===== config.mk =====
export PLATFORM = sky130hd
export DESIGN_NAME = pcl_sequencer_flat
export DESIGN_NICKNAME = d
export VERILOG_FILES = /design/src/rtl/pcl_sequencer_pkg.sv /design/src/rtl/pcl_sequencer_if.sv /design/src/rtl/pcl_sequencer_adder.sv /design/src/rtl/pcl_sequencer.sv /design/src/flat_wrapper.sv
export SDC_FILE = /design/constraint.sdc
export NUM_CORES = 1
export LEC_CHECK = 0
export CELL_PAD_IN_SITES_DETAIL_PLACEMENT = 0
export CELL_PAD_IN_SITES_GLOBAL_PLACEMENT = 1
export CORE_MARGIN = 2
export CORE_UTILIZATION = 36
export CTS_BUF_LIST = sky130_fd_sc_hd__clkbuf_2
export CTS_CLUSTER_SIZE = 16
export DETAILED_ROUTE_END_ITERATION = 8
export GPL_ROUTABILITY_DRIVEN = 0
export PLACE_DENSITY_LB_ADDON = 0.1
export SYNTH_ARGS = -nofsm -noshare
export SYNTH_HDL_FRONTEND = slang
export SYNTH_HIERARCHICAL = 1
export SYNTH_SLANG_ARGS = --single-unit

===== constraint.sdc =====
create_clock -name clk -period 3.3 [get_ports clk]
set_input_delay 0.66 -clock clk [delete_from_list [all_inputs] [get_ports clk]]
set_output_delay 0.66 -clock clk [all_outputs]
set_load 0.03 [all_outputs]

===== src/rtl/pcl_sequencer_pkg.sv =====
`default_nettype none
// ============================================================================
//  Module      : pc_pkg
//  Description : Shared types and constants for the program-counter slice.
//  Revision    : 1.0  initial release
// ============================================================================
package pc_pkg;

    // Handshake state toward the PCH byte
    typedef enum logic [1:0] {
        IDLE       = 2'd0,
        CARRY_REQ  = 2'd1,
        BORROW_REQ = 2'd2,
        RELEASE    = 2'd3
    } pcl_state_t;

    // Low byte of the reset vector fetch address
    localparam logic [7:0] RESET_PCL_DEFAULT = 8'hFC;

endpackage : pc_pkg
`default_nettype wire


===== src/rtl/pcl_sequencer_if.sv =====
`default_nettype none
// ============================================================================
//  Module      : pcl_sequencer_if
//  Description : Decode/PCH-facing signal bundle of the PCL sequencer.
//                master = decode/PCH side, slave = the sequencer itself.
//  Revision    : 1.0  initial release
// ============================================================================
interface pcl_sequencer_if;
    logic       pcl_load;
    logic [7:0] db_in;
    logic       inc_req;
    logic       branch_req;
    logic [7:0] branch_offset;
    logic       carry_done;
    logic [7:0] db_out;
    logic [7:0] address_low_out;
    logic       carry_to_pch;
    logic       borrow_to_pch;
    logic       busy;
    logic       hs_error;

    modport master (
        output pcl_load, db_in, inc_req, branch_req, branch_offset, carry_done,
        input  db_out, address_low_out, carry_to_pch, borrow_to_pch, busy, hs_error
    );

    modport slave (
        input  pcl_load, db_in, inc_req, branch_req, branch_offset, carry_done,
        output db_out, address_low_out, carry_to_pch, borrow_to_pch, busy, hs_error
    );
endinterface : pcl_sequencer_if
`default_nettype wire


===== src/rtl/pcl_sequencer_adder.sv =====
`default_nettype none
// ============================================================================
//  Module      : pcl_adder
//  Description : PCL adder. Increment (operand=1) or signed branch offset,
//                with page-crossing detection toward PCH.
//  Revision    : 1.0  initial release
// ============================================================================
module pcl_adder (
    input  wire logic [7:0] pcl,
    input  wire logic [7:0] operand,
    input  wire logic       is_branch,
    output logic      [7:0] sum,
    output logic            page_fwd,
    output logic            page_bwd
);

    logic [8:0] sum9;

    // Unsigned 9-bit add; the carry bit is interpreted by the operand sign
    always_comb begin
        sum9 = {1'b0, pcl} + {1'b0, operand};
        sum  = sum9[7:0];
        if (is_branch) begin
            // Positive offset with carry-out steps forward; negative offset
            // without carry-out means the add wrapped below the page start.
            page_fwd = ~operand[7] & sum9[8];
            page_bwd =  operand[7] & ~sum9[8];
        end else begin
            page_fwd = sum9[8];
            page_bwd = 1'b0;
        end
    end

endmodule : pcl_adder
`default_nettype wire


===== src/rtl/pcl_sequencer.sv =====
`default_nettype none
// ============================================================================
//  Module      : pcl_sequencer
//  Description : 65c02 program-counter low byte. Loads, increments and adds
//                branch offsets to PCL; runs a four-phase carry/borrow
//                handshake with PCH on page crossings, with per-phase timeout.
//  Revision    : 1.0  initial release
// ============================================================================
module pcl_sequencer
    import pc_pkg::*;
#(
    parameter logic [7:0] RESET_PCL  = RESET_PCL_DEFAULT,
    parameter int         HS_TIMEOUT = 4
) (
    input  wire logic        clk,
    input  wire logic        reset_n,
    pcl_sequencer_if.slave   bus
);

    localparam int              CNT_W    = $clog2(HS_TIMEOUT + 1);
    localparam logic [CNT_W-1:0] CNT_LAST = CNT_W'(HS_TIMEOUT - 1);

    pcl_state_t       state;
    logic [7:0]       pcl;
    logic [CNT_W-1:0] cnt;
    logic             carry_req;
    logic             borrow_req;
    logic             busy_r;
    logic             hs_err_r;

    logic [7:0]       add_operand;
    logic [7:0]       add_sum;
    logic             add_fwd;
    logic             add_bwd;

    // Branch has priority over increment; load bypasses the adder entirely
    assign add_operand = bus.branch_req ? bus.branch_offset : 8'h01;

    pcl_adder u_adder (
        .pcl       (pcl),
        .operand   (add_operand),
        .is_branch (bus.branch_req),
        .sum       (add_sum),
        .page_fwd  (add_fwd),
        .page_bwd  (add_bwd)
    );

    // PCL register, handshake FSM, phase timeout counter and status flags
    always_ff @(posedge clk or negedge reset_n) begin
        if (!reset_n) begin
            state      <= IDLE;
            pcl        <= RESET_PCL;
            cnt        <= '0;
            carry_req  <= 1'b0;
            borrow_req <= 1'b0;
            busy_r     <= 1'b0;
            hs_err_r   <= 1'b0;
        end else begin
            case (state)
                IDLE: begin
                    if (bus.pcl_load) begin
                        pcl <= bus.db_in;
                    end else if (bus.branch_req || bus.inc_req) begin
                        pcl <= add_sum;
                        cnt <= '0;
                        if (add_fwd) begin
                            state     <= CARRY_REQ;
                            carry_req <= 1'b1;
                            busy_r    <= 1'b1;
                        end else if (add_bwd) begin
                            state      <= BORROW_REQ;
                            borrow_req <= 1'b1;
                            busy_r     <= 1'b1;
                        end
                    end
                end

                CARRY_REQ, BORROW_REQ: begin
                    // A load from decode still lands; inc/branch are dropped
                    if (bus.pcl_load) pcl <= bus.db_in;
                    if (bus.carry_done) begin
                        carry_req  <= 1'b0;
                        borrow_req <= 1'b0;
                        state      <= RELEASE;
                        cnt        <= '0;
                    end else if (cnt == CNT_LAST) begin
                        carry_req  <= 1'b0;
                        borrow_req <= 1'b0;
                        hs_err_r   <= 1'b1;
                        busy_r     <= 1'b0;
                        state      <= IDLE;
                        cnt        <= '0;
                    end else begin
                        cnt <= cnt + 1'b1;
                    end
                end

                RELEASE: begin
                    if (bus.pcl_load) pcl <= bus.db_in;
                    if (!bus.carry_done) begin
                        busy_r <= 1'b0;
                        state  <= IDLE;
                        cnt    <= '0;
                    end else if (cnt == CNT_LAST) begin
                        hs_err_r <= 1'b1;
                        busy_r   <= 1'b0;
                        state    <= IDLE;
                        cnt      <= '0;
                    end else begin
                        cnt <= cnt + 1'b1;
                    end
                end

                default: begin
                    carry_req  <= 1'b0;
                    borrow_req <= 1'b0;
                    busy_r     <= 1'b0;
                    state      <= IDLE;
                    cnt        <= '0;
                end
            endcase
        end
    end

    assign bus.db_out          = pcl;
    assign bus.address_low_out = pcl;
    assign bus.carry_to_pch    = carry_req;
    assign bus.borrow_to_pch   = borrow_req;
    assign bus.busy            = busy_r;
    assign bus.hs_error        = hs_err_r;

endmodule : pcl_sequencer
`default_nettype wire

===== src/flat_wrapper.sv =====
// flat-port wrapper written by rule: the top's interface ports become plain ports
module pcl_sequencer_flat import pc_pkg::*;
#(
    parameter logic [7:0] RESET_PCL  = RESET_PCL_DEFAULT,
    parameter int         HS_TIMEOUT = 4
)
  (clk, reset_n, bus_pcl_load, bus_db_in, bus_inc_req, bus_branch_req, bus_branch_offset, bus_carry_done, bus_db_out, bus_address_low_out, bus_carry_to_pch, bus_borrow_to_pch, bus_busy, bus_hs_error);
  pcl_sequencer_if bus_i ();
  input  wire logic clk;
  input  wire logic reset_n;
  input wire logic [$bits(bus_i.pcl_load)-1:0] bus_pcl_load;
  input wire logic [$bits(bus_i.db_in)-1:0] bus_db_in;
  input wire logic [$bits(bus_i.inc_req)-1:0] bus_inc_req;
  input wire logic [$bits(bus_i.branch_req)-1:0] bus_branch_req;
  input wire logic [$bits(bus_i.branch_offset)-1:0] bus_branch_offset;
  input wire logic [$bits(bus_i.carry_done)-1:0] bus_carry_done;
  output wire logic [$bits(bus_i.db_out)-1:0] bus_db_out;
  output wire logic [$bits(bus_i.address_low_out)-1:0] bus_address_low_out;
  output wire logic [$bits(bus_i.carry_to_pch)-1:0] bus_carry_to_pch;
  output wire logic [$bits(bus_i.borrow_to_pch)-1:0] bus_borrow_to_pch;
  output wire logic [$bits(bus_i.busy)-1:0] bus_busy;
  output wire logic [$bits(bus_i.hs_error)-1:0] bus_hs_error;
  assign bus_i.pcl_load = bus_pcl_load;
  assign bus_i.db_in = bus_db_in;
  assign bus_i.inc_req = bus_inc_req;
  assign bus_i.branch_req = bus_branch_req;
  assign bus_i.branch_offset = bus_branch_offset;
  assign bus_i.carry_done = bus_carry_done;
  assign bus_db_out = bus_i.db_out;
  assign bus_address_low_out = bus_i.address_low_out;
  assign bus_carry_to_pch = bus_i.carry_to_pch;
  assign bus_borrow_to_pch = bus_i.borrow_to_pch;
  assign bus_busy = bus_i.busy;
  assign bus_hs_error = bus_i.hs_error;
  pcl_sequencer #(.RESET_PCL(RESET_PCL), .HS_TIMEOUT(HS_TIMEOUT)) u_core (.clk(clk), .reset_n(reset_n), .bus(bus_i));
endmodule

==> out/metrics.cfg, run 1 <==
[outcome]
status = finished clean

[clock_tree]
clk_path_buf_depth = 2
post_cts.repair.setup_buffers = 0
worstSkewPairLatency_ps = 290
tritoncts = built
cts_buffers = 3
cts.sinks = 17
cts.repair.resized = 0
cts-htree-levels = 1
path_clk_slew_ps = 180
cts_hold_buf = 0
root_buffer = clkbuf_2

[synthesis]
ys.flop_type = dfrtp_1
synth_top_area_share_pct = 19.3
ys_warn_count = 6
syn_nets = 187
netlist_area_sq_um = 1430
synth_edf_count = 0
synthAdderAreaFrac_pct = 11.1
synthDistinctLibCells = 39
synth_compound_area_share_pct = 23.2
seq_area_frac_synth_pct = 30.4
ys_async_sr_fraction_pct = 100
synth.avg_cell_area_sq_um = 9.32
synthXorXnorAreaFrac_pct = 3.07
synth_top_family_by_area = compound AO/OA/AOI/OAI gates
synth.mux.area_fraction_pct = 7.81
synth_top_area_cell = dfrtp_1
synth-seq-cells = 17
synthCells = 153
synth_simple_gate_area_share_pct = 16.2
yosys-top-cells-area = dfrtp_1, dfstp_2, ha_1, mux2i_1, o21ai_0

[timing]
timing.final.crit_share_pct = 92.5
hold_violations = 0
rsz0062_at_grt = false
clock_skew_ps = 3.74
drv_slew = 0
min_period_ps = 3050
relSlewSlack_pct = 45.0
setup_violations = 0
fmax_mhz = 328
tightest_slew_ps = 822
fin_setup_tns_ps = 0

[critical_path]
cp-startpoint = bus_branch_req
critPathLaunchType = primary input
cp_max_fo = 3
cp_cell_sequence = clkdlybuf4s50_1, or2b_1, ha_1, fa_1, a21o_1, a21oi_2, o311a_1, and3_1, nor3b_4, mux2i_1, o21ai_1
critPathTopFamily = simple AND/OR/NAND/NOR gates
path_class = primary input to register
path_buf_inv = 1
critical_path.slowest_cell = clkdlybuf4s50_1
slowest_delay_ps = 470
crit-reg2reg-launch = u_core/bus.address_low_out[0]
r2r_cells = 9
crit_cells = 11
reg2reg_slack_ps = 840
crit_path_end_kind = register
cp_data_arrival_time_ps = 3260
required_ps = 3510

[min_path]
hp-class = register to register
whs_path_depth = 1
hold_start = u_core/bus.hs_error

[finish]
nNetsFinal = 230
drive_above_1_share_pct = 17.4
diodes = 0
area_growth_pct = 32.2
fill_cells = 366

[floorplan]
dieArea_sq_um = 4480
fp.coreArea_sq_um = 3740
die_w_um = 66.9
fp.dieH_um = 66.9
start_util_pct = 38.1
num_rows = 22
ioPinCount = 42

[grt]
grt_pass1_wl_um = 5490
globalRouteTotalUtil_pct = 15.9
grt_max_degree = 18
grt_pass1_vias = 1228
antenna_found_initial = 0
grt_remaining_overflow = 0

[pwr]
powerDensity_nw_per_um2 = 923
total_power_mw = 1.74
p_leak_nw = 0.851
vdd_drop_max_mv = 0.520

[route]
drt_iter0_drc = 36
ant_nets = 0
avgRoutedWirePerCell_um = 13.3
dr.pass1.iters = 4
vias = 1235
drc = 0
wl_um = 3240
vias_per_cell = 5.08

[placement]
dp_hpwl_um = 2540
io_buffers = 41

[flow_run]
drv_cap = 0

final timing paths:
check,to
setup / recovery,u_core/bus.borrow_to_pch
hold / removal,u_core/bus.hs_error
setup reg to reg,u_core/bus.borrow_to_pch
hold reg to reg,u_core/bus.hs_error
max in group asynchronous,u_core/bus.address_low_out[1]
min in group asynchronous,u_core/cnt[1]
metrics by stage:
stage	hold WS (ps)	setup WS, ps	util [%]	instance area, sq um	std cells
2_1_floorplan	364	311	-	1430	153
3_3_place_gp	441	-80.4	49.8	1870	239
3_5_place_dp	469	-116	49.8	1870	239
4_1_cts	513	244	50.4	1890	243
5_1_grt	528	107	50.4	1890	243
6_report	497	248	50.4	1890	243
cells by family after synthesis:
family,count (synthesis)
AOI/OAI and AO/OA,48
and+or+nand+nor,43
buffers and inverters,17
DFF,17
adders and majority gates,12
muxes,11
xor gates and xnor gates,5
flip-flops by register name, indices dropped and copies added, names as in the netlist:
signal,cells
u_core/bus.borrow_to_pch,1
u_core/bus.hs_error,1
u_core/cnt,3
u_core/state,2
u_core/bus.busy,1
u_core/bus.address_low_out,8
u_core/bus.carry_to_pch,1
power by group:
part / leakage [nW] / internal (mW) / switching [mW]
Clock: 0.0166 / 0.0321 / 0.0686
Sequential: 0.202 / 0.325 / 0.0874
Combinational: 0.633 / 0.542 / 0.685
layer usage:
metal | GRT usage [%] | vias up | share of wire (%)
li1 | - | 621 | -
met1 | 19.4 | 584 | 46
met2 | 28.4 | 28 | 49
met3 | 2.20 | 2 | 4.7
met4 | 5.36 | 0 | 0.68
met5 | 0 | - | 0
cell type report:
cell class / instances / area (sq um) / area share (%)
multi-input combinational: 119 / 876 / 46.4
timing repair buffer: 50 / 478 / 25.3
sequential: 17 / 433 / 23.0
tap: 48 / 60.1 / 3.19
clock buffer: 4 / 20.0 / 1.06
inverter: 5 / 18.8 / 0.995
worst register-to-register path, delay by kind of cell (launching register included):
| family | cells | cell delay, ps |
|---|---|---|
| muxes | 1 | 200 |
| AOI/OAI and AO/OA | 4 | 610 |
| adders and majority gates | 2 | 690 |
| and+or+nand+nor | 2 | 430 |
| DFF | 1 | 440 |
layout by cell type, fill, tap and decap left out, types with 2 or more instances in the layout:
cell and n:
a21o_1 5, clkbuf_2 4, buf_4 9, xnor2_1 3
ha_1 11, mux2i_1 10, xor2_1 2, inv_1 5
a211oi_1 3, nor2b_1 2, nand2_1 17, o21ai_0 14
and2_2 7, nand3_1 3, nand2b_1 4, nor2_1 5
dfrtp_1 11, clkdlybuf4s50_1 41, dfstp_2 6, o211ai_1 2
a21oi_1 13
cell usage after synthesis (all sizes together) (2+ instances only):
cell type and number:
buf 12, nor2b 2, nand3 3, nand2 17, o211ai 2, a211oi 3, ha 11, xor2 2
nor2 5, a21o 5, dfstp 6, a21oi 15, inv 5, nand2b 4, dfrtp 11, o21ai 15
mux2i 10, xnor2 3, and2 7
Note: power is estimated with default switching activity, not from simulation.
==> run 2, diff against run 1 <==
CTS_CLUSTER_SIZE = 8   (was 16)
==> results of run 2 <==
Same layout as run 1: the final DEF is identical, and so are final timing and power.
==> run 3, diff against run 2 <==
CORE_MARGIN = 5   (was 2)
==> out/metrics.cfg, run 3 (synthesis results as in run 1) <==
[critical_path]
r2r_cells = 9  ; unchanged
required_ps = 3500  ; was 3510 ps
cp_max_fo = 3  ; unchanged
crit_path_end_kind = register  ; unchanged
crit_end = u_core/bus.borrow_to_pch  ; unchanged
cp-startpoint = bus_branch_req  ; unchanged
critPathLaunchType = primary input  ; unchanged
crit-reg2reg-launch = u_core/bus.address_low_out[0]  ; unchanged
cp_data_arrival_time_ps = 3270  ; was 3260 ps
reg2reg_slack_ps = 850  ; was 840 ps
path_class = primary input to register  ; unchanged
r2r-end = u_core/bus.borrow_to_pch  ; unchanged

[timing]
setup_violations = 0  ; unchanged
fin_setup_tns_ps = 0  ; unchanged
fmax_mhz = 325  ; was 328 MHz
hold_violations = 0  ; unchanged
timing.final.crit_share_pct = 93.1  ; was 92.5%
relSlewSlack_pct = 45.3  ; was 45.0%
rsz0062_at_grt = false  ; unchanged
drv_slew = 0  ; unchanged
tightest_slew_ps = 817  ; was 822 ps
min_period_ps = 3070  ; was 3050 ps
clock_skew_ps = 0.872  ; was 3.74 ps

[floorplan]
fp.coreArea_sq_um = 3740  ; unchanged
start_util_pct = 38.1  ; unchanged
num_rows = 22  ; unchanged
die_w_um = 72.9  ; was 66.9 um
dieArea_sq_um = 5320  ; was 4480 sq um
fp.dieH_um = 72.9  ; was 66.9 um
ioPinCount = 42  ; unchanged

[grt]
grt_max_degree = 18  ; unchanged
grt_pass1_vias = 1300  ; was 1,228
grt_pass1_wl_um = 5510  ; was 5490 um
antenna_found_initial = 0  ; unchanged
grt_remaining_overflow = 0  ; unchanged
globalRouteTotalUtil_pct = 13.0  ; was 15.9%

[clock_tree]
cts-htree-levels = 1  ; unchanged
path_clk_slew_ps = 170  ; was 180 ps
post_cts.repair.setup_buffers = 0  ; unchanged
clk_path_buf_depth = 2  ; unchanged
worstSkewPairLatency_ps = 290  ; about the same
cts_buffers = 3  ; unchanged
root_buffer = clkbuf_2  ; unchanged
tritoncts = built  ; unchanged
cts.sinks = 17  ; unchanged
cts.repair.resized = 0  ; unchanged
cts_hold_buf = 0  ; unchanged

[route]
ant_nets = 0  ; unchanged
vias = 1223  ; was 1,235
vias_per_cell = 5.03  ; was 5.08
drc = 0  ; unchanged
dr.pass1.iters = 4  ; unchanged
wl_um = 3260  ; was 3240 um
avgRoutedWirePerCell_um = 13.4  ; was 13.3 um
drt_iter0_drc = 36  ; unchanged

[finish]
diodes = 0  ; unchanged
fill_cells = 365  ; was 366
layout_common_cells = clkdlybuf4s50_1, nand2_1, o21ai_0  ; unchanged
largest_register_ff_count = 8  ; unchanged
area_growth_pct = 32.2  ; unchanged
final_cells = 243  ; unchanged
final_common_cell = clkdlybuf4s50_1  ; unchanged
post-route-util_pct = 50.4  ; unchanged
multiInputGateArea_sq_um = 876  ; unchanged
seqCellArea_sq_um = 433  ; unchanged
final_area_sq_um = 1890  ; unchanged
nNetsFinal = 230  ; unchanged
drive_above_1_share_pct = 17.4  ; unchanged

[outcome]
status = finished clean  ; unchanged

[pwr]
vdd_drop_max_mv = 0.498  ; was 0.520 mV
p_leak_nw = 0.851  ; unchanged
powerDensity_nw_per_um2 = 920  ; was 923 nW/um^2
total_power_mw = 1.74  ; about the same

[flow_run]
drv_cap = 0  ; unchanged

[placement]
placed_cells = 239  ; unchanged
io_buffers = 41  ; unchanged
dp_hpwl_um = 2600  ; was 2540 um
placed_area_sq_um = 1870  ; unchanged

[min_path]
hp-class = register to register  ; unchanged

==> run 3: cell counts in the layout (fill, tap and decap cells not counted) <==
Identical to the previous run, type by type.
==> run 3: per-layer routing <==
| metal | share of wire [%] | wire (um) | GRT usage (%) |
|---|---|---|---|
| met1 | 43 | 1390 | 14.5 |
| met4 | 0.52 | 17 | 4.51 |
| met5 | 0 | 0 | 0 |
| met3 | 5.4 | 177 | 3.17 |
| met2 | 51 | 1680 | 23.7 |
==> run 3: critical path: stages <==
cell             delay (ps)
clkdlybuf4s50_1         490
or2b_1                  230
ha_1                    210
fa_1                    450
a21o_1                  200
a21oi_2                 150
o311a_1                 190
and3_1                  200
nor3b_4                 210
mux2i_1                 200
o21ai_1                  70
==> run 3: where the power goes <==
group,switching (mW),total [mW],internal (mW),leakage [nW]
registers,0.0845,0.410,0.325,0.202
clock network,0.0670,0.0991,0.0321,0.0166
logic,0.685,1.23,0.541,0.633
total,0.836,1.74,0.899,0.851
==> run 3: worst min path at each step <==
stage                                   start                            end  slack, ps  cells after the start
final                     u_core/bus.hs_error            u_core/bus.hs_error        490                      1
after CTS                 u_core/bus.hs_error            u_core/bus.hs_error        510                      1
after detailed placement  u_core/bus.hs_error            u_core/bus.hs_error        460                      1
after global routing      u_core/bus.hs_error            u_core/bus.hs_error        530                      1
after floorplan                       reset_n  u_core/bus.address_low_out[0]        360                      0
after global placement    u_core/bus.hs_error            u_core/bus.hs_error        440                      1
==> run 3: layout make-up <==
class	instances	area share (%)
Multi-Input combinational cell	119	46.4
Timing Repair Buffer	50	25.3
Sequential cell	17	23.0
Tap cell	48	3.19
Clock buffer	4	1.06
Inverter	5	0.995
==> run 3: through the flow <==
stage                     hold slack (ps)  setup slack (ps)
after floorplan                       364               311
after global placement                441             -75.9
after detailed placement              461              -124
after CTS                             507               231
after global routing                  534               119
final                                 494               227
